<file path="config.mk">
export PLATFORM = sky130hd
export DESIGN_NAME = reg_xfer_sched
export DESIGN_NICKNAME = d
export VERILOG_FILES = /design/src/rtl/reg_xfer_sched.sv
export SDC_FILE = /design/constraint.sdc
export NUM_CORES = 1
export LEC_CHECK = 0
export ABC_AREA = 0
export CAP_MARGIN = 20
export CORE_ASPECT_RATIO = 2
export CORE_UTILIZATION = 30
export CTS_CLUSTER_SIZE = 14
export DETAILED_ROUTE_END_ITERATION = 12
export SYNTH_ARGS = -nofsm -noshare
export SYNTH_HDL_FRONTEND = slang
export SYNTH_SLANG_ARGS = --single-unit
</file>
<file path="constraint.sdc">
create_clock -name clk -period 2.5 [get_ports clk]
set_input_delay 0.75 -clock clk [delete_from_list [all_inputs] [get_ports clk]]
set_output_delay 0.75 -clock clk [all_outputs]
set_load 0.005 [all_outputs]
</file>
<file path="src/rtl/reg_xfer_sched.sv">
// -----------------------------------------------------------------------------
// reg_xfer_sched
//
// Transfer scheduler for the datapath register file. Arbitrates between two
// requesters (0 = instruction sequencer, 1 = debug/loader port) and sequences
// each granted transfer through READ -> (optional WRITE) -> DONE. It is the
// only driver of every register's bus0/bus1 read enable and load strobe.
//
// Ports
//   clk        system clock; scheduler acts on posedge, registers load on the
//              following negedge
//   reset_n    asynchronous active-low reset
//   reqN       level request from requester N, held until ackN
//   reqN_src0  register index driven onto bus0
//   reqN_src1  register index driven onto bus1
//   reqN_dst   destination index for write-back
//   reqN_wb    1 = perform the WRITE phase
//   ackN       one-cycle completion pulse to requester N
//   out0_en    one-hot/zero bus0 read enables
//   out1_en    one-hot/zero bus1 read enables
//   load       one-hot/zero load strobes
//   busy       high in every state except IDLE
//   owner      requester being served (valid while busy)
//   err        pulses with ack when a captured index was out of range
// -----------------------------------------------------------------------------
module reg_xfer_sched #(
  parameter int NUM_REGS     = 16,
  parameter int REG_IDX_BITS = 4
) (
  input  logic                    clk,
  input  logic                    reset_n,

  input  logic                    req0,
  input  logic [REG_IDX_BITS-1:0] req0_src0,
  input  logic [REG_IDX_BITS-1:0] req0_src1,
  input  logic [REG_IDX_BITS-1:0] req0_dst,
  input  logic                    req0_wb,
  output logic                    ack0,

  input  logic                    req1,
  input  logic [REG_IDX_BITS-1:0] req1_src0,
  input  logic [REG_IDX_BITS-1:0] req1_src1,
  input  logic [REG_IDX_BITS-1:0] req1_dst,
  input  logic                    req1_wb,
  output logic                    ack1,

  output logic [NUM_REGS-1:0]     out0_en,
  output logic [NUM_REGS-1:0]     out1_en,
  output logic [NUM_REGS-1:0]     load,
  output logic                    busy,
  output logic                    owner,
  output logic                    err
);

  typedef enum logic [1:0] {
    S_IDLE  = 2'd0,
    S_READ  = 2'd1,
    S_WRITE = 2'd2,
    S_DONE  = 2'd3
  } state_t;

  state_t                  r_state;
  logic                    r_last_grant;

  // Captured transfer fields (data only, no reset needed: they are always
  // written at the grant edge before anything consumes them).
  logic [REG_IDX_BITS-1:0] r_src0;
  logic [REG_IDX_BITS-1:0] r_src1;
  logic [REG_IDX_BITS-1:0] r_dst;
  logic                    r_wb;
  logic                    r_bad;

  logic                    w_any_req;
  logic                    w_sel;
  logic [REG_IDX_BITS-1:0] w_src0;
  logic [REG_IDX_BITS-1:0] w_src1;
  logic [REG_IDX_BITS-1:0] w_dst;
  logic                    w_wb;

  // Index -> one-hot enable; out-of-range indices decode to all-zero.
  function automatic logic [NUM_REGS-1:0] idx_decode(input logic [REG_IDX_BITS-1:0] idx);
    logic [NUM_REGS-1:0] v;
    v = '0;
    for (int i = 0; i < NUM_REGS; i++) begin
      v[i] = (idx == REG_IDX_BITS'(i));
    end
    return v;
  endfunction

  function automatic logic idx_oor(input logic [REG_IDX_BITS-1:0] idx);
    return (int'(idx) >= NUM_REGS);
  endfunction

  // Lone requester wins outright; on a tie the one that did not win last.
  assign w_any_req = req0 | req1;
  assign w_sel     = (req0 & req1) ? ~r_last_grant : req1;
  assign w_src0    = w_sel ? req1_src0 : req0_src0;
  assign w_src1    = w_sel ? req1_src1 : req0_src1;
  assign w_dst     = w_sel ? req1_dst  : req0_dst;
  assign w_wb      = w_sel ? req1_wb   : req0_wb;

  always_ff @(posedge clk) begin
    if (r_state == S_IDLE && w_any_req) begin
      r_src0 <= w_src0;
      r_src1 <= w_src1;
      r_dst  <= w_dst;
      r_wb   <= w_wb;
      // dst only counts against the transfer when it is actually written.
      r_bad  <= idx_oor(w_src0) | idx_oor(w_src1) | (w_wb & idx_oor(w_dst));
    end
  end

  always_ff @(posedge clk or negedge reset_n) begin
    if (!reset_n) begin
      r_state      <= S_IDLE;
      r_last_grant <= 1'b1;
      out0_en      <= '0;
      out1_en      <= '0;
      load         <= '0;
      ack0         <= 1'b0;
      ack1         <= 1'b0;
      busy         <= 1'b0;
      owner        <= 1'b0;
      err          <= 1'b0;
    end else begin
      ack0 <= 1'b0;
      ack1 <= 1'b0;
      err  <= 1'b0;
      load <= '0;
      case (r_state)
        S_IDLE: begin
          if (w_any_req) begin
            r_state      <= S_READ;
            r_last_grant <= w_sel;
            owner        <= w_sel;
            busy         <= 1'b1;
            out0_en      <= idx_decode(w_src0);
            out1_en      <= idx_decode(w_src1);
          end
        end
        S_READ: begin
          if (r_wb) begin
            // Enables stay up so the ALU result is stable while loading.
            r_state <= S_WRITE;
            load    <= idx_decode(r_dst);
          end else begin
            r_state <= S_DONE;
            out0_en <= '0;
            out1_en <= '0;
            ack0    <= ~owner;
            ack1    <= owner;
            err     <= r_bad;
          end
        end
        S_WRITE: begin
          r_state <= S_DONE;
          out0_en <= '0;
          out1_en <= '0;
          ack0    <= ~owner;
          ack1    <= owner;
          err     <= r_bad;
        end
        S_DONE: begin
          r_state <= S_IDLE;
          busy    <= 1'b0;
        end
        default: begin
          r_state <= S_IDLE;
          busy    <= 1'b0;
          out0_en <= '0;
          out1_en <= '0;
        end
      endcase
    end
  end

endmodule

</file>
==> results of run 1 <==
==> sequential cells by signal (all words and copies together), names as in the netlist <==
name / cells
out0_en: 16
busy: 1
load: 16
out1_en: 16
r_dst: 4
owner: 1
r_last_grant: 1
r_state: 2
r_wb: 1
ack1: 1
ack0: 1
==> report_power, final <==
| part | total [mW] | switching (mW) | internal (mW) |
|---|---|---|---|
| Clock | 1.09 | 0.420 | 0.667 |
| Combinational | 1.35 | 0.700 | 0.654 |
| Sequential | 1.29 | 0.120 | 1.17 |
==> Yosys cell counts, types with 5 or more instances <==
cell type,count,area (um^2)
dfrtp_1,54,1350
nor2_1,23,86.3
inv_1,35,131
nor2b_1,17,106
mux2i_1,14,140
o32ai_1,31,272
ha_1,5,62.6
buf_6,5,56.3
o21ai_0,5,25.0
nand2_1,10,37.5
edfxtp_1,5,150
mux2_2,13,146
==> metal layers <==
| layer | vias up | part of all wire |
|---|---|---|
| met2 | 57 | 0.58 |
| met3 | 12 | 0.038 |
| li1 | 1079 | - |
| met1 | 1059 | 0.35 |
| met4 | 0 | 0.027 |
| met5 | - | 0 |
==> area by class of cell <==
class,count,area share
repair buffers,97,0.237
multi-input cells,146,0.266
inverters,35,0.0319
clock inverters,4,0.00638
clock buffers,12,0.0574
well taps,102,0.0310
flip-flops and latches,60,0.371
==> worst paths after layout <==
kind	startpoint	to	slack (ns)	cells past startpoint
min in group clk	owner	ack0	0.47	1
max in group asynchronous	reset_n	load[8]	1.48	2
worst min register to register	owner	ack0	0.47	1
worst min-delay path	reset_n	busy	0.43	1
worst max register to register	r_state[0]	out0_en[11]	0.66	6
worst max-delay path	req0	out0_en[11]	0.36	5
==> cells by family (layout without fill, tap and decap cells) <==
logic type / Yosys count / after routing
AND/OR/NAND/NOR: 69 / 69
flip-flops: 60 / 60
buffers and inverters: 46 / 148
AO/OA/AOI/OAI: 44 / 44
multiplexers: 27 / 27
adder cells (fa/ha/maj): 5 / 5
other: 1 / 1
==> layout by cell type (no fill, tap or decap), types with 2 or more instances in the layout <==
cell              n
clkdlybuf4s50_1  80
dfrtp_1          54
inv_1            35
o32ai_1          31
nor2_1           23
nor2b_1          17
mux2i_1          14
mux2_2           13
buf_4            12
nand2_1          10
clkbuf_16         9
o21ai_0           5
ha_1              5
edfxtp_1          5
nor3_1            4
nand3b_1          4
buf_12            4
clkbuf_1          3
nand4b_1          2
nand2b_1          2
nand3_1           2
a21oi_1           2
clkinv_2          2
==> metrics by stage <==
stage                util  hold slack (ns)  setup WS [ns]  cell area [um^2]  instances
finish              0.454            0.434          0.364              4120        456
floorplan               -            0.448          0.710              2840        252
CTS                 0.454            0.456          0.354              4120        456
global placement    0.425            0.457         0.0911              3860        440
detailed placement  0.425            0.453         0.0216              3860        440
global route        0.454            0.482          0.299              4120        456
==> reports/qor.yml, run 1 <==
global_route:
  grt.met2_usage: 0.294
  grt_pass1_vias: 2349
  grt_util_met1: 0.153
  use_met3: 0.0311
  gr-max-usage-layer: "met2"
  grt_overflow: 0
  grt_util_all_layers: 0.158
  grt_max_degree: 33
  grt_pass1_wl_um: 11600
  antenna_found_initial: 0
die:
  die-height_um: 140
  rows: 49
  io_pins: 83
  die_area_um2: 9880
  start_util: 0.313
  fp.coreArea_um2: 9070
  die_x_um: 70.8
synth:
  synth_top_family_by_area: "compound AO/OA/AOI/OAI gates"
  netlist_instances: 252
  synth_seq_area_share: 0.538
  ys_seq_elements: 60
  syn_nets: 287
  synth_edf_count: 5
  synthArstFlopShare: 0.917
  synth-main-ff-cell: "dfrtp_1"
  synth_compound_area_frac: 0.130
  synthXorXnorAreaFrac: 0
  syn-cell-area_um2: 2840
  yosys.area_share.simple: 0.127
  synthAdderAreaFrac: 0.0220
  yosysUniqueCellTypes: 35
  avgSynthCellArea_um2: 11.3
  synth.area.mux_share: 0.101
  ys_warn_count: 0
final_layout:
  multiInputGateArea_um2: 1100
  num_antenna_cells: 0
  fin_nets: 384
  drive_above_1_share: 0.133
  fillers: 861
  syn_to_final_growth_pct: 45.1
  final-seq-area_um2: 1530
sta:
  final.setup.tns_ns: 0
  setup_viol: 0
  drv_slew: 0
  relSlewSlack: 0.579
  max_freq_mhz: 468
  tightest_slew_ns: 0.631
  rsz0062_at_grt: "false"
  finalCritPeriodShare: 0.854
  fin_skew_ns: 0.00419
  final.min_clock_period_ns: 2.14
  finalHoldViolCount: 0
setup_path:
  required_ns: 2.72
  critPathBufInv: 2
  cp-start-kind: "primary input"
  crit_slowest_cell: "clkdlybuf4s50_1"
  crit_arrival_ns: 2.36
  path_class: "in2reg"
  crit_fanout: 27
  critical_path.top_delay_family: "buffers and inverters"
  crit_chain: "clkdlybuf4s50_1 -> a21boi_4 -> buf_12 -> mux2_2 -> o32ai_1"
  endpoint_kind: "flip-flop"
  critPathMaxStageDelay_ns: 0.50
routing:
  avgViaCountPerCell: 4.84
  ant_nets: 0
  first_iter_violations: 108
  wl_per_cell_um: 15.9
  wirelength_um: 7270
  drt-pass1-iter-count: 8
  vias: 2207
  drc_errors: 4
clock_tree:
  numCtsBuffers: 9
  cts_tree: "done"
  cts_root_buf: "clkbuf_16"
  cts_resized: 0
  clk_pin_slew_worst_paths_ns: 0.05
  clk_path_buf_depth: 2
  cts_sinks: 60
  hold_buffers: 0
  cts_setup_buffers: 0
  htreeDepth: 3
  clk_latency_ns: 0.33
power:
  ir_worst_vdd_v: 0.000819
  power.total_mw: 3.73
  leakage_nw: 1.65
  power_density_nw_per_um2: 904
status:
  violations: "design-rule violations"
  status: "complete, but fails checks"
placement:
  gp_congestion: 0.762
  dp_hpwl_um: 5380
  io_buffers: 81
min_path:
  hold_class: "in2async"
run:
  drv_cap: 0
No activity file was read; power rests on OpenSTA's default activity.
==> run 2, diff against run 1 <==
- ABC_AREA: 0 -> 1
- SETUP_SLACK_MARGIN: default -> 0.4
- SKIP_CTS_REPAIR_TIMING: default -> 1
==> run 2 against run 1 <==
Net effect: the flow now finishes without violations; clock power up 6%; sequential cell count is the same; non-clock buffer count fell by 10; critical path depth is 4 lower; maximum frequency grew 9.2%; die area decreased by 6.1%; cell count up 14%; clock-buffer cell count is 2 lower; design area shrank 5.6%.
==> reports/qor.yml, run 2 <==
power:
  power_density_nw_per_um2: 907
  ir_worst_vdd_v: 0.000444
  leakage_nw: 2.02
setup_path:
  crit_arrival_ns: 1.21
  ff2ff_path_depth: 7
  critical_path.top_delay_family: "buffers and inverters"
  cp-start-kind: "flip-flop"
  critPathBufInv: 1
  required_ns: 1.75
  crit_slowest_cell: "clkdlybuf4s50_1"
  critical_path_depth: 1
  crit_chain: "clkdlybuf4s50_1"
  crit_fanout: 2
  critPathMaxStageDelay_ns: 0.51
  endpoint_kind: "output port"
  path_class: "reg2out"
sta:
  drv_slew: 0
  relSlewSlack: 0.621
  fin_skew_ns: 0.00307
  max_freq_mhz: 511
  final.setup.tns_ns: 0
  final.min_clock_period_ns: 1.96
  setup_viol: 0
  rsz0062_at_grt: "false"
  finalCritPeriodShare: 0.782
  finalHoldViolCount: 0
  tightest_slew_ns: 0.569
routing:
  avgViaCountPerCell: 4.51
  drc_errors: 0
  wirelength_um: 6670
  drt-pass1-iter-count: 4
  wl_per_cell_um: 12.9
  ant_nets: 0
  vias: 2339
  first_iter_violations: 158
die:
  die_x_um: 68.6
  start_util: 0.310
  rows: 48
  die-height_um: 135
  fp.coreArea_um2: 8590
  io_pins: 83
  die_area_um2: 9280
synth:
  netlist_top_cells_count: "nand2_1 (155), dfrtp_1 (54), inv_1 (29)"
  syn-cell-area_um2: 2660
  syn_nets: 358
  ys_seq_elements: 60
  synth_edf_count: 5
  synth_most_common_cell: "nand2_1"
  netlist_instances: 323
  avgSynthCellArea_um2: 8.24
  yosysUniqueCellTypes: 21
  synth-main-ff-cell: "dfrtp_1"
  synth_top_area_frac: 0.508
  synth_seq_area_share: 0.574
  synthArstFlopShare: 0.917
  ys_warn_count: 0
  yosys.area.top_type: "dfrtp_1"
  synth_area_leaders: "dfrtp_1 (51%), nand2_1 (22%), edfxtp_1 (5.6%)"
final_layout:
  num_antenna_cells: 0
  fin_nets: 449
  syn_to_final_growth_pct: 46.1
  fin_area_um2: 3890
  final_cell_mix: "nand2_1 (155), clkdlybuf4s50_1 (80), dfrtp_1 (54)"
  final_common_cell: "nand2_1"
  drive_above_1_share: 0.0764
  biggestRegsByFlops: "load x16, out0_en x16, out1_en x16"
  final_cell_count_no_fill: 519
  fillers: 870
clock_tree:
  cts_tree: "done"
  clk_pin_slew_worst_paths_ns: 0.05
  cts_sinks: 60
  clk_path_buf_depth: 2
  clk_latency_ns: 0.33
  numCtsBuffers: 9
  cts_root_buf: "clkbuf_16"
  htreeDepth: 3
placement:
  gp_congestion: 0.792
  place_area_um2: 3600
  place_inst: 503
  io_buffers: 81
  dp_hpwl_um: 5010
global_route:
  grt_util_all_layers: 0.167
  grt_pass1_vias: 2453
  grt_max_degree: 33
  grt_overflow: 0
  antenna_found_initial: 0
  grt_pass1_wl_um: 11100
run:
  drv_cap: 0
min_path:
  hold_class: "in2async"
status:
  status: "completed"
-- run 2: final timing paths --
path | from | endpoint | slack, ns
min in group clk | owner | ack0 | 0.46
worst max register to register | r_state[0] | out1_en[5] | 0.82
worst min register to register | owner | ack0 | 0.46
max in group asynchronous | reset_n | r_last_grant | 1.44
worst min-delay path | reset_n | ack1 | 0.42
worst max-delay path | out0_en[11] | out0_en[11] | 0.54
-- run 2: area by class of cell --
type                       instances  area, um^2  share of cell area
clock inverter                     6        55.1              0.0142
timing repair buffer              87         863               0.222
tap                              100         125              0.0322
clock buffer                      10         229              0.0589
multi-input combinational        226         976               0.251
inverter                          30         113              0.0290
sequential                        60        1530               0.393
-- run 2: cells by family after synthesis --
| group | count (synthesis) | share of synthesized area |
|---|---|---|
| AND/OR/NAND/NOR | 208 | 0.319 |
| flip-flops | 60 | 0.574 |
| buffers and inverters | 37 | 0.0597 |
| AO/OA/AOI/OAI | 12 | 0.0230 |
| adder cells (fa/ha/maj) | 5 | 0.0235 |
| other | 1 | 0.00141 |
-- run 2: worst register-to-register path, stage by stage (launching register included) --
cell     delay [ns]
dfrtp_1        0.42
inv_1          0.11
ha_1           0.34
inv_1          0.10
nand4_4        0.21
nor2_1         0.28
nand2_1        0.09
nand2_1        0.07
-- run 2: stage by stage --
| stage | power, mW | hold slack, ns | setup WS, ns | utilization |
|---|---|---|---|---|
| after floorplan | 1.89 | 0.448 | 0.949 | - |
| after global placement | 2.36 | 0.464 | 0.285 | 0.420 |
| after detailed placement | 2.39 | 0.464 | 0.256 | 0.420 |
| after CTS | 3.58 | 0.436 | 0.523 | 0.453 |
| after global routing | 3.76 | 0.463 | 0.464 | 0.453 |
| final | 3.53 | 0.420 | 0.545 | 0.453 |
-- run 2: power by group --
part / leakage [nW] / internal (mW) / switching, mW / total (mW)
Clock: 0.137 / 0.759 / 0.406 / 1.16
Sequential: 0.800 / 1.16 / 0.101 / 1.26
Combinational: 1.08 / 0.451 / 0.649 / 1.10
-- run 2: layer usage --
layer | share of wire | global-route usage
met5 | 0 | 0
met4 | 0.019 | 0.0833
met3 | 0.050 | 0.0370
met2 | 0.56 | 0.291
met1 | 0.37 | 0.180
